`src/rtl/shr_operand_skid_pkg.sv`:
```
// shr_operand_skid_pkg: state encodings and default width shared by the datapath stages
package shr_operand_skid_pkg;
    localparam int DP_DATAWIDTH = 8;
    typedef enum logic [1:0] {
        ST_EMPTY = 2'd0,
        ST_ONE   = 2'd1,
        ST_FULL  = 2'd2
    } state_e;
endpackage

```
`src/rtl/shr_operand_skid_dp_entry_reg.sv`:
```
// dp_entry_reg: load-enabled entry register with synchronous clear
module dp_entry_reg #(
    parameter int W = 17
) (
    input  logic         clk,
    input  logic         rst,
    input  logic         ld,
    input  logic [W-1:0] d,
    output logic [W-1:0] q
);
    logic [W-1:0] data_d, data_q;
    always_comb begin
        data_d = rst ? '0 : ld ? d : data_q;
    end
    always_ff @(posedge clk) begin
        data_q <= data_d;
    end
    assign q = data_q;
endmodule

```
`src/rtl/shr_operand_skid.sv`:
```
// shr_operand_skid: two-entry skid buffer registering {a, sh_amt} for the SHR stage,
// flagging out-of-range shifts at capture and counting output transfers.
module shr_operand_skid
    import shr_operand_skid_pkg::*;
#(
    parameter int DATAWIDTH = DP_DATAWIDTH,
    parameter int CNTWIDTH  = 16
) (
    input  logic                 Clk,
    input  logic                 Rst,
    input  logic                 in_valid,
    output logic                 in_ready,
    input  logic [DATAWIDTH-1:0] in_a,
    input  logic [DATAWIDTH-1:0] in_sh_amt,
    output logic                 out_valid,
    input  logic                 out_ready,
    output logic [DATAWIDTH-1:0] out_a,
    output logic [DATAWIDTH-1:0] out_sh_amt,
    output logic                 out_zero,
    output logic [CNTWIDTH-1:0]  xfer_count
);
    localparam int EW = 2*DATAWIDTH + 1;
    localparam logic [DATAWIDTH:0] DW_C = (DATAWIDTH+1)'(DATAWIDTH);
    state_e state_d, state_q;
    logic in_ready_d, in_ready_q;
    logic [CNTWIDTH-1:0] cnt_d, cnt_q;
    logic in_fire, out_fire, head_ld, skid_ld;
    logic [EW-1:0] entry_in, head_in, head_q, skid_q;
    assign out_valid = state_q != ST_EMPTY;
    assign in_fire   = in_valid && in_ready_q;
    assign out_fire  = out_valid && out_ready;
    // Range flag is captured with the entry so the consumer never re-compares.
    assign entry_in  = {in_a, in_sh_amt, {1'b0, in_sh_amt} >= DW_C};
    always_comb begin
        head_ld = (state_q == ST_EMPTY && in_fire) ||
                  (state_q == ST_ONE && in_fire && out_fire) ||
                  (state_q == ST_FULL && out_fire);
        skid_ld = state_q == ST_ONE && in_fire && !out_fire;
        head_in = (state_q == ST_FULL) ? skid_q : entry_in;
        state_d = Rst ? ST_EMPTY :
                  (state_q == ST_EMPTY) ? (in_fire ? ST_ONE : ST_EMPTY) :
                  (state_q == ST_ONE) ? ((in_fire && !out_fire) ? ST_FULL :
                                         (!in_fire && out_fire) ? ST_EMPTY : ST_ONE) :
                  (state_q == ST_FULL) ? (out_fire ? ST_ONE : ST_FULL) : ST_EMPTY;
        in_ready_d = state_d != ST_FULL;
        cnt_d = Rst ? '0 : cnt_q + CNTWIDTH'(out_fire);
    end
    always_ff @(posedge Clk) begin
        state_q    <= state_d;
        in_ready_q <= in_ready_d;
        cnt_q      <= cnt_d;
    end
    dp_entry_reg #(.W(EW)) u_head (
        .clk(Clk), .rst(Rst), .ld(head_ld), .d(head_in), .q(head_q)
    );
    dp_entry_reg #(.W(EW)) u_skid (
        .clk(Clk), .rst(Rst), .ld(skid_ld), .d(entry_in), .q(skid_q)
    );
    assign in_ready   = in_ready_q;
    assign out_a      = head_q[EW-1 -: DATAWIDTH];
    assign out_sh_amt = head_q[DATAWIDTH -: DATAWIDTH];
    assign out_zero   = head_q[0];
    assign xfer_count = cnt_q;
endmodule

```
`config.mk`:
```
export PLATFORM = sky130hd
export DESIGN_NAME = shr_operand_skid
export DESIGN_NICKNAME = d
export VERILOG_FILES = /design/src/rtl/shr_operand_skid_pkg.sv /design/src/rtl/shr_operand_skid_dp_entry_reg.sv /design/src/rtl/shr_operand_skid.sv
export SDC_FILE = /design/constraint.sdc
export NUM_CORES = 1
export LEC_CHECK = 0
export CAP_MARGIN = 0
export CORE_UTILIZATION = 27
export DETAILED_ROUTE_END_ITERATION = 6
export PLACE_DENSITY = 0.58
export SLEW_MARGIN = 20
export SYNTH_ARGS = -nofsm -noshare
export SYNTH_HDL_FRONTEND = slang
export SYNTH_HIERARCHICAL = 1
export SYNTH_SLANG_ARGS = --single-unit
```
`constraint.sdc`:
```
create_clock -name Clk -period 2.35 [get_ports Clk]
set_clock_uncertainty 0.1 [all_clocks]
set_input_delay 0.47 -clock Clk [delete_from_list [all_inputs] [get_ports Clk]]
set_output_delay 0.47 -clock Clk [all_outputs]
set_load 0.01 [all_outputs]
```
After elaboration in Yosys (flattened, before gate mapping)
Index checks and enable logic that the tools add are counted.
Widths: inputs -> output; s select.
{ "totals": {"regBits": 53, "word_cells": 34, "out_inout_bits": 35, "inputBits": 20} }
{ "classes": {"reduce_logical": 15, "muxes": 9, "n_lt_le_gt_ge": 1, "n_eq_ne": 3, "n_addsub": 1} }
{ "ops": {"columns": ["cell", "count"], "rows": [
  ["$mux 17", 1],
  ["$add 16x1->16", 1],
  ["$mux 2", 6],
  ["$logic_and 1x1->1", 9],
  ["$ge 8x4->1 const B", 1],
  ["$eq 2x1->1 const B", 1],
  ["$eq 2x2->1 const B", 1],
  ["$logic_not 1->1", 2],
  ["$logic_not 2->1", 1],
  ["$logic_or 1x1->1", 2],
  ["$mux 1", 2],
  ["$ne 2x2->1 const B", 1],
  ["$reduce_bool 2->1", 1]
]} }

Longest topological paths before layout
Gate-level depths: netlist of run 1.
{ "depth": {"ltp_word": 9, "mapped_depth": 8, "depth_no_buf": 7} }

By module
The synthesis of run 1 kept the hierarchy.
{ "by_module_without_submodules": {"columns": ["module", "n_inst", "area_each_um2", "seq_area_each_um2", "cells_per_inst"], "rows": [
  ["dp_entry_reg", 2, 614.3, 340.3, 55],
  ["shr_operand_skid", 1, 1097.3, 380.4, 124]
]} }

Least setup slack after synthesis of run 1
No wires, ideal clock.
{ "synth_path": {"path_type": "register -> register", "startpoint": "reg state_q[1]", "endpoint": "reg cnt_q[13] (netlist: xfer_count[13])", "path_buffers": 1, "period_less_slack_ps": 1769, "stages_incl_launch_ff": 8, "arrival_ps": 1598, "setup_ps": 70, "required_ps": 2180, "path_slack_ps": 581, "cell_sequence": "dfxtp_1 -> buf_2 -> or2_2 -> and2_1 -> ha_1 -> nand3_1 -> or4_1 -> a21oi_1"} }
{ "synth_between": {"elab_chain_len": 3} }
{ "synth_rtl": {"columns": ["element", "line_no", "rtl"], "rows": [
  ["start: declaration", "shr_operand_skid.sv:24", "state_e state_d, state_q;"],
  ["start signal: assignment", "shr_operand_skid.sv:49", "state_q <= state_d;"],
  ["$reduce_bool 2->1", "shr_operand_skid.sv:29", "assign out_valid = state_q != ST_EMPTY;"],
  ["net out_valid", "shr_operand_skid.sv:15", "output logic out_valid,"],
  ["$logic_and 1x1->1", "shr_operand_skid.sv:31", "assign out_fire = out_valid && out_ready;"],
  ["$add 16x1->16", "shr_operand_skid.sv:46", "cnt_d = Rst ? '0 : cnt_q + CNTWIDTH'(out_fire);"],
  ["end signal: assignment", "shr_operand_skid.sv:51", "cnt_q <= cnt_d;"],
  ["end: declaration", "shr_operand_skid.sv:26", "logic [CNTWIDTH-1:0] cnt_d, cnt_q;"]
]} }
The timed path passes the listed nets, and every way through them passes these cells.
A chain may end at the register's enable or synchronous reset.

Worst setup path in the final report of run 1
{ "layout_path": {"startpoint": "reg state_q[1]", "endpoint": "out out_valid"} }
{ "layout_between": {"elab_chain_len": 1} }
{ "layout_rtl": {"columns": ["element", "line_no"], "rows": [
  ["$reduce_bool 2->1", "shr_operand_skid.sv:29"],
  ["end: declaration", "shr_operand_skid.sv:15"]
]} }
No other way between the ends.

==> results of run 1 <==
==> report_power, final <==
part,switching (W),internal (W),leakage [nW],total [W]
clock,0.000310,0.000245,0.0518,0.000555
sequential,0.0000218,0.000933,0.431,0.000955
combinational,0.000106,0.000148,0.670,0.000254
total,0.000437,0.00133,1.15,0.00176
==> final cells by class <==
type                       count  area share
clock inverter                 2     0.00563
timing repair buffer          66       0.205
inverter                       5     0.00603
sequential                    53       0.341
clock buffer                   6      0.0265
tap                          105      0.0422
multi-input combinational    163       0.374
==> per-stage QoR <==
stage | setup WS, ns | hold WS [ns] | power (W) | cells | utilization
2_1_floorplan | 0.581 | 0.356 | 0.00112 | 234 | -
4_1_cts | 0.151 | 0.406 | 0.00180 | 400 | 0.377
3_3_place_gp | 0.111 | 0.369 | 0.00123 | 392 | 0.365
5_1_grt | 0.0846 | 0.421 | 0.00187 | 400 | 0.377
6_report | 0.174 | 0.399 | 0.00176 | 400 | 0.377
3_5_place_dp | 0.0904 | 0.381 | 0.00123 | 392 | 0.365
==> worst max path at each step <==
stage,depth (start not counted),startpoint,to,slack [ns]
after floorplan,7,state_q[1],xfer_count[13],0.58
after global placement,8,out_ready,xfer_count[14],0.11
after detailed placement,6,out_ready,u_skid/q[1],0.09
after CTS,2,state_q[1],out_valid,0.15
after global routing,2,state_q[1],out_valid,0.08
final,2,state_q[1],out_valid,0.17
==> state kept, by name, indices dropped and copies added, names as in the netlist <==
signal,count
in_ready,1
state_q,2
u_head/q,17
u_skid/q,17
xfer_count,16
==> placed cells by master (no fill, tap or decap), types with 2 or more instances in the layout <==
| cell | n |
|---|---|
| dfxtp_1 | 53 |
| clkdlybuf4s50_1 | 53 |
| nor2_1 | 48 |
| mux2i_1 | 35 |
| mux2_2 | 16 |
| buf_4 | 11 |
| nand2_1 | 9 |
| xnor2_1 | 8 |
| clkbuf_8 | 6 |
| inv_1 | 5 |
| a21oi_1 | 5 |
| nor3_1 | 4 |
| nand3_1 | 4 |
| or3_1 | 4 |
| nor2b_1 | 3 |
| o21ai_0 | 3 |
| nor4_1 | 3 |
| ha_1 | 2 |
==> cells by family after synthesis <==
kind of cell	after synthesis	synth area share
compound gates	16	0.0441
xor+xnor	9	0.0339
fa+ha+maj	2	0.0108
buf+inv	18	0.0522
flops	53	0.456
mux	51	0.228
simple gates	85	0.175
==> metal layers <==
| layer | share of wire | wire length, um |
|---|---|---|
| met1 | 0.48 | 2330 |
| met3 | 0.045 | 218 |
| met5 | 0 | 0 |
| met2 | 0.46 | 2230 |
| met4 | 0.0069 | 33 |
==> critical path, cell delays in order (launching register included) <==
cell and delay, ns:
dfxtp_1 0.56, or2_2 0.21, clkdlybuf4s50_1 0.54
==> reports/metrics.yaml, run 1 <==
synthArstFlopShare: 0
fin_crit_ns: 2.18
worstReg2RegStart: "state_q[1]"
syn2layout_area_growth_pct: 33.8
detail_route.vias_per_cell: 4.41
io_pins: 55
multi_input_area_um2: 1160
rows: 33
hold_depth: 2
met2_usage: 0.198
clk_pin_slew_ns: 0.10
grt_max_degree: 23
path_max_fanout: 10
slew_headroom: 0.698
grt_pass1_wl_mm: 8.00
tightest_slew_ns: 0.453
final_nets: 316
synth_area_um2: 2330
grt_pass1_vias: 1696
end_kind: "primary output"
ant_nets: 0
rrSetupSlack_ns: 0.40
crit_type: "reg -> out"
drv_cap: 0
cts_hold_buf: 0
die-area_um2: 8990
initial_core_util: 0.282
period_share: 0.926
first_pass_iters: 4
crit_required_ns: 1.78
drv_slew: 0
cts_root_buf: "clkbuf_8"
seq_area_um2: 1060
hpwlAfterDp_mm: 3.39
cts_tree: "done"
worstHoldPathType: "reg -> reg"
gr-max-usage-layer: "met2"
synth_ff_type: "dfxtp_1"
routabilityCongestion: 0.762
place_area_um2: 3010
ctsResizeCount: 0
diodes: 0
fmax_mhz: 459
yosys_warnings: 6
synth_largest_area_cell: "dfxtp_1"
netlist_instances: 234
totalWireLength_mm: 4.81
drt_iter0_drc: 56
hold_end: "u_skid/q[6]"
finalHoldViolations: 0
power.density_nw_per_um2: 567
irDropWorstVdd_uv: 270
clockBufferDepth: 2
syn_avg_cell_area_um2: 9.94
yosysMostFrequentCell: "dfxtp_1"
wl_per_cell_um: 12.0
drive_above_1_share: 0.146
track_usage: 0.115
reg2reg_to: "xfer_count[13]"
ys_seq_elements: 53
die-width_um: 94.8
syn_nets: 256
antenna_found_initial: 0
setup.worst_path.start_class: "register"
setup_viol: 0
finalInstanceArea_um2: 3110
holdCritStartpoint: "u_skid/q[6]"
reg2regPathDepth: 6
insertion_delay_ns: 0.30
p_leak_nw: 1.15
yosysTopAreaCellShare: 0.456
grt.overflow.total: 0
io_buffers: 54
grt_setup_unrepaired: "false"
synth.area.top_cells: "dfxtp_1, mux2i_1, mux2_2"
vias: 1762
outcome: "completed"
ys_seq_area_frac: 0.456
finalSetupTns_ns: 0
synth_edf_count: 0
grtUsageMet3: 0.0306
core-area_um2: 8260
synth_cell_types: 37
drc: 0
use_met1: 0.140
n_fill_cell: 865
crit_arrival_ns: 1.61
cts_max_level: 2
post_cts_buffers: 0
die_h_um: 94.8
ys_top_cells_by_count: "dfxtp_1, nor2_1, mux2i_1"
cts_sinks: 53
numCtsBuffers: 5
(Power assumes the default switching activity.)
==> inputs of run 2 (changes only) <==
PLACE_DENSITY = unset   (was 0.58)
==> run 2 against run 1 <==
  * Sequential cell count unchanged
  * Critical path type unchanged
  * Non-clock buffer count decreased by 1
  * Hold slack improved by 0.0030 ns
  * Largest cell class unchanged
  * Sequential power about the same
  * Cell count fell by 0.25%
  * Register-to-register slack better by 0.05 ns
  * Maximum frequency is 2.3% higher
  * Largest power group unchanged
  * First-iteration DRC count is 1.8% higher
==> reports/metrics.yaml, run 2 (synthesis gave the netlist of run 1 again) <==
grt_max_degree: 35
cts_hold_buf: 0
numCtsBuffers: 5
post_cts_buffers: 0
clockBufferDepth: 2
drc: 0
first_pass_iters: 4
setup_slack_ns: 0.223
antenna_found_initial: 0
setup.worst_path.start_class: "register"
grt_pass1_vias: 1683
die_h_um: 94.8
die-area_um2: 8990
finalInstanceArea_um2: 3090
crit_arrival_ns: 1.56
drv_cap: 0
io_buffers: 54
mostFrequentLayoutCells: "dfxtp_1, clkdlybuf4s50_1, nor2_1, mux2i_1, mux2_2"
hpwlAfterDp_mm: 3.42
wl_per_cell_um: 12.0
irDropWorstVdd_uv: 319
grt_setup_unrepaired: "false"
io_pins: 55
crit_required_ns: 1.78
place_area_um2: 3000
drt_iter0_drc: 57
track_usage: 0.112
syn2layout_area_growth_pct: 32.9
core-area_um2: 8260
grt.overflow.total: 0
gr-max-usage-layer: "met2"
die-width_um: 94.8
power.density_nw_per_um2: 555
tightest_slew_ns: 0.441
drv_slew: 0
outcome: "completed"
grt_pass1_wl_mm: 7.91
worstHoldPathType: "reg -> reg"
post-place-ws_ns: 0.0884
routabilityCongestion: 0.744
diodes: 0
met2_usage: 0.197
ctsResizeCount: 0
period_share: 0.905
whs_ns: 0.402
insertion_delay_ns: 0.30
end_kind: "primary output"
final_nets: 315
cts_root_buf: "clkbuf_8"
crit_type: "reg -> out"
vias: 1767
cts_sinks: 53
fin_crit_ns: 2.13
cts_max_level: 2
finalSetupTns_ns: 0
fmax_mhz: 470
clk_pin_slew_ns: 0.10
p_leak_nw: 1.13
drive_above_1_share: 0.139
initial_core_util: 0.282
path_max_fanout: 10
use_met1: 0.137
total_power_w: 0.00171
totalWireLength_mm: 4.78
setup_viol: 0
detail_route.vias_per_cell: 4.43
cts_tree: "done"
ant_nets: 0
grtUsageMet3: 0.0266
slew_headroom: 0.703
rows: 33
finalHoldViolations: 0
==> run 2: changes by cell type in the layout (fill, tap and decap cells not counted), sizes merged <==
cell,previous run,this run
clkinvlp,0,2
clkinv,1,0
inv,6,5
buf,13,12
==> run 2: final cells by class <==
cell class / count / area [um^2]
clock inverters: 2 / 15.0
repair buffers: 65 / 631
clock buffers: 6 / 72.6
fillers: 848 / 5170
inverters: 5 / 18.8
well taps: 105 / 131
flip-flops and latches: 53 / 1060
multi-input cells: 163 / 1160
==> run 2: worst paths after layout <==
kind,startpoint,to,slack [ns],depth (start not counted)
max,state_q[1],out_valid,0.22,2
min,u_skid/q[14],u_skid/q[14],0.40,2
max reg2reg,state_q[1],xfer_count[13],0.45,6
min reg2reg,u_skid/q[14],u_skid/q[14],0.40,2
==> run 2: metrics by stage <==
stage / utilization / cells
final: 0.374 / 399
after global routing: 0.374 / 399
after global placement: 0.364 / 391
after floorplan: - / 234
after detailed placement: 0.364 / 391
after CTS: 0.374 / 399
==> run 2: power breakdown <==
group,leakage (nW),switching (W),internal [W]
sequential,0.431,0.0000215,0.000933
clock,0.0374,0.000297,0.000211
combinational,0.665,0.000105,0.000147
total,1.13,0.000424,0.00129
==> run 2: metal layers <==
layer | vias to the layer above | part of all wire
met5 | - | 0
met4 | 0 | 0.0086
met3 | 5 | 0.045
met2 | 46 | 0.47
met1 | 801 | 0.47
li1 | 915 | -
==> run 2: critical path, stage by stage, from the launching register on <==
cell and delay (ns):
dfxtp_1 0.55, or2_2 0.19, clkdlybuf4s50_1 0.53
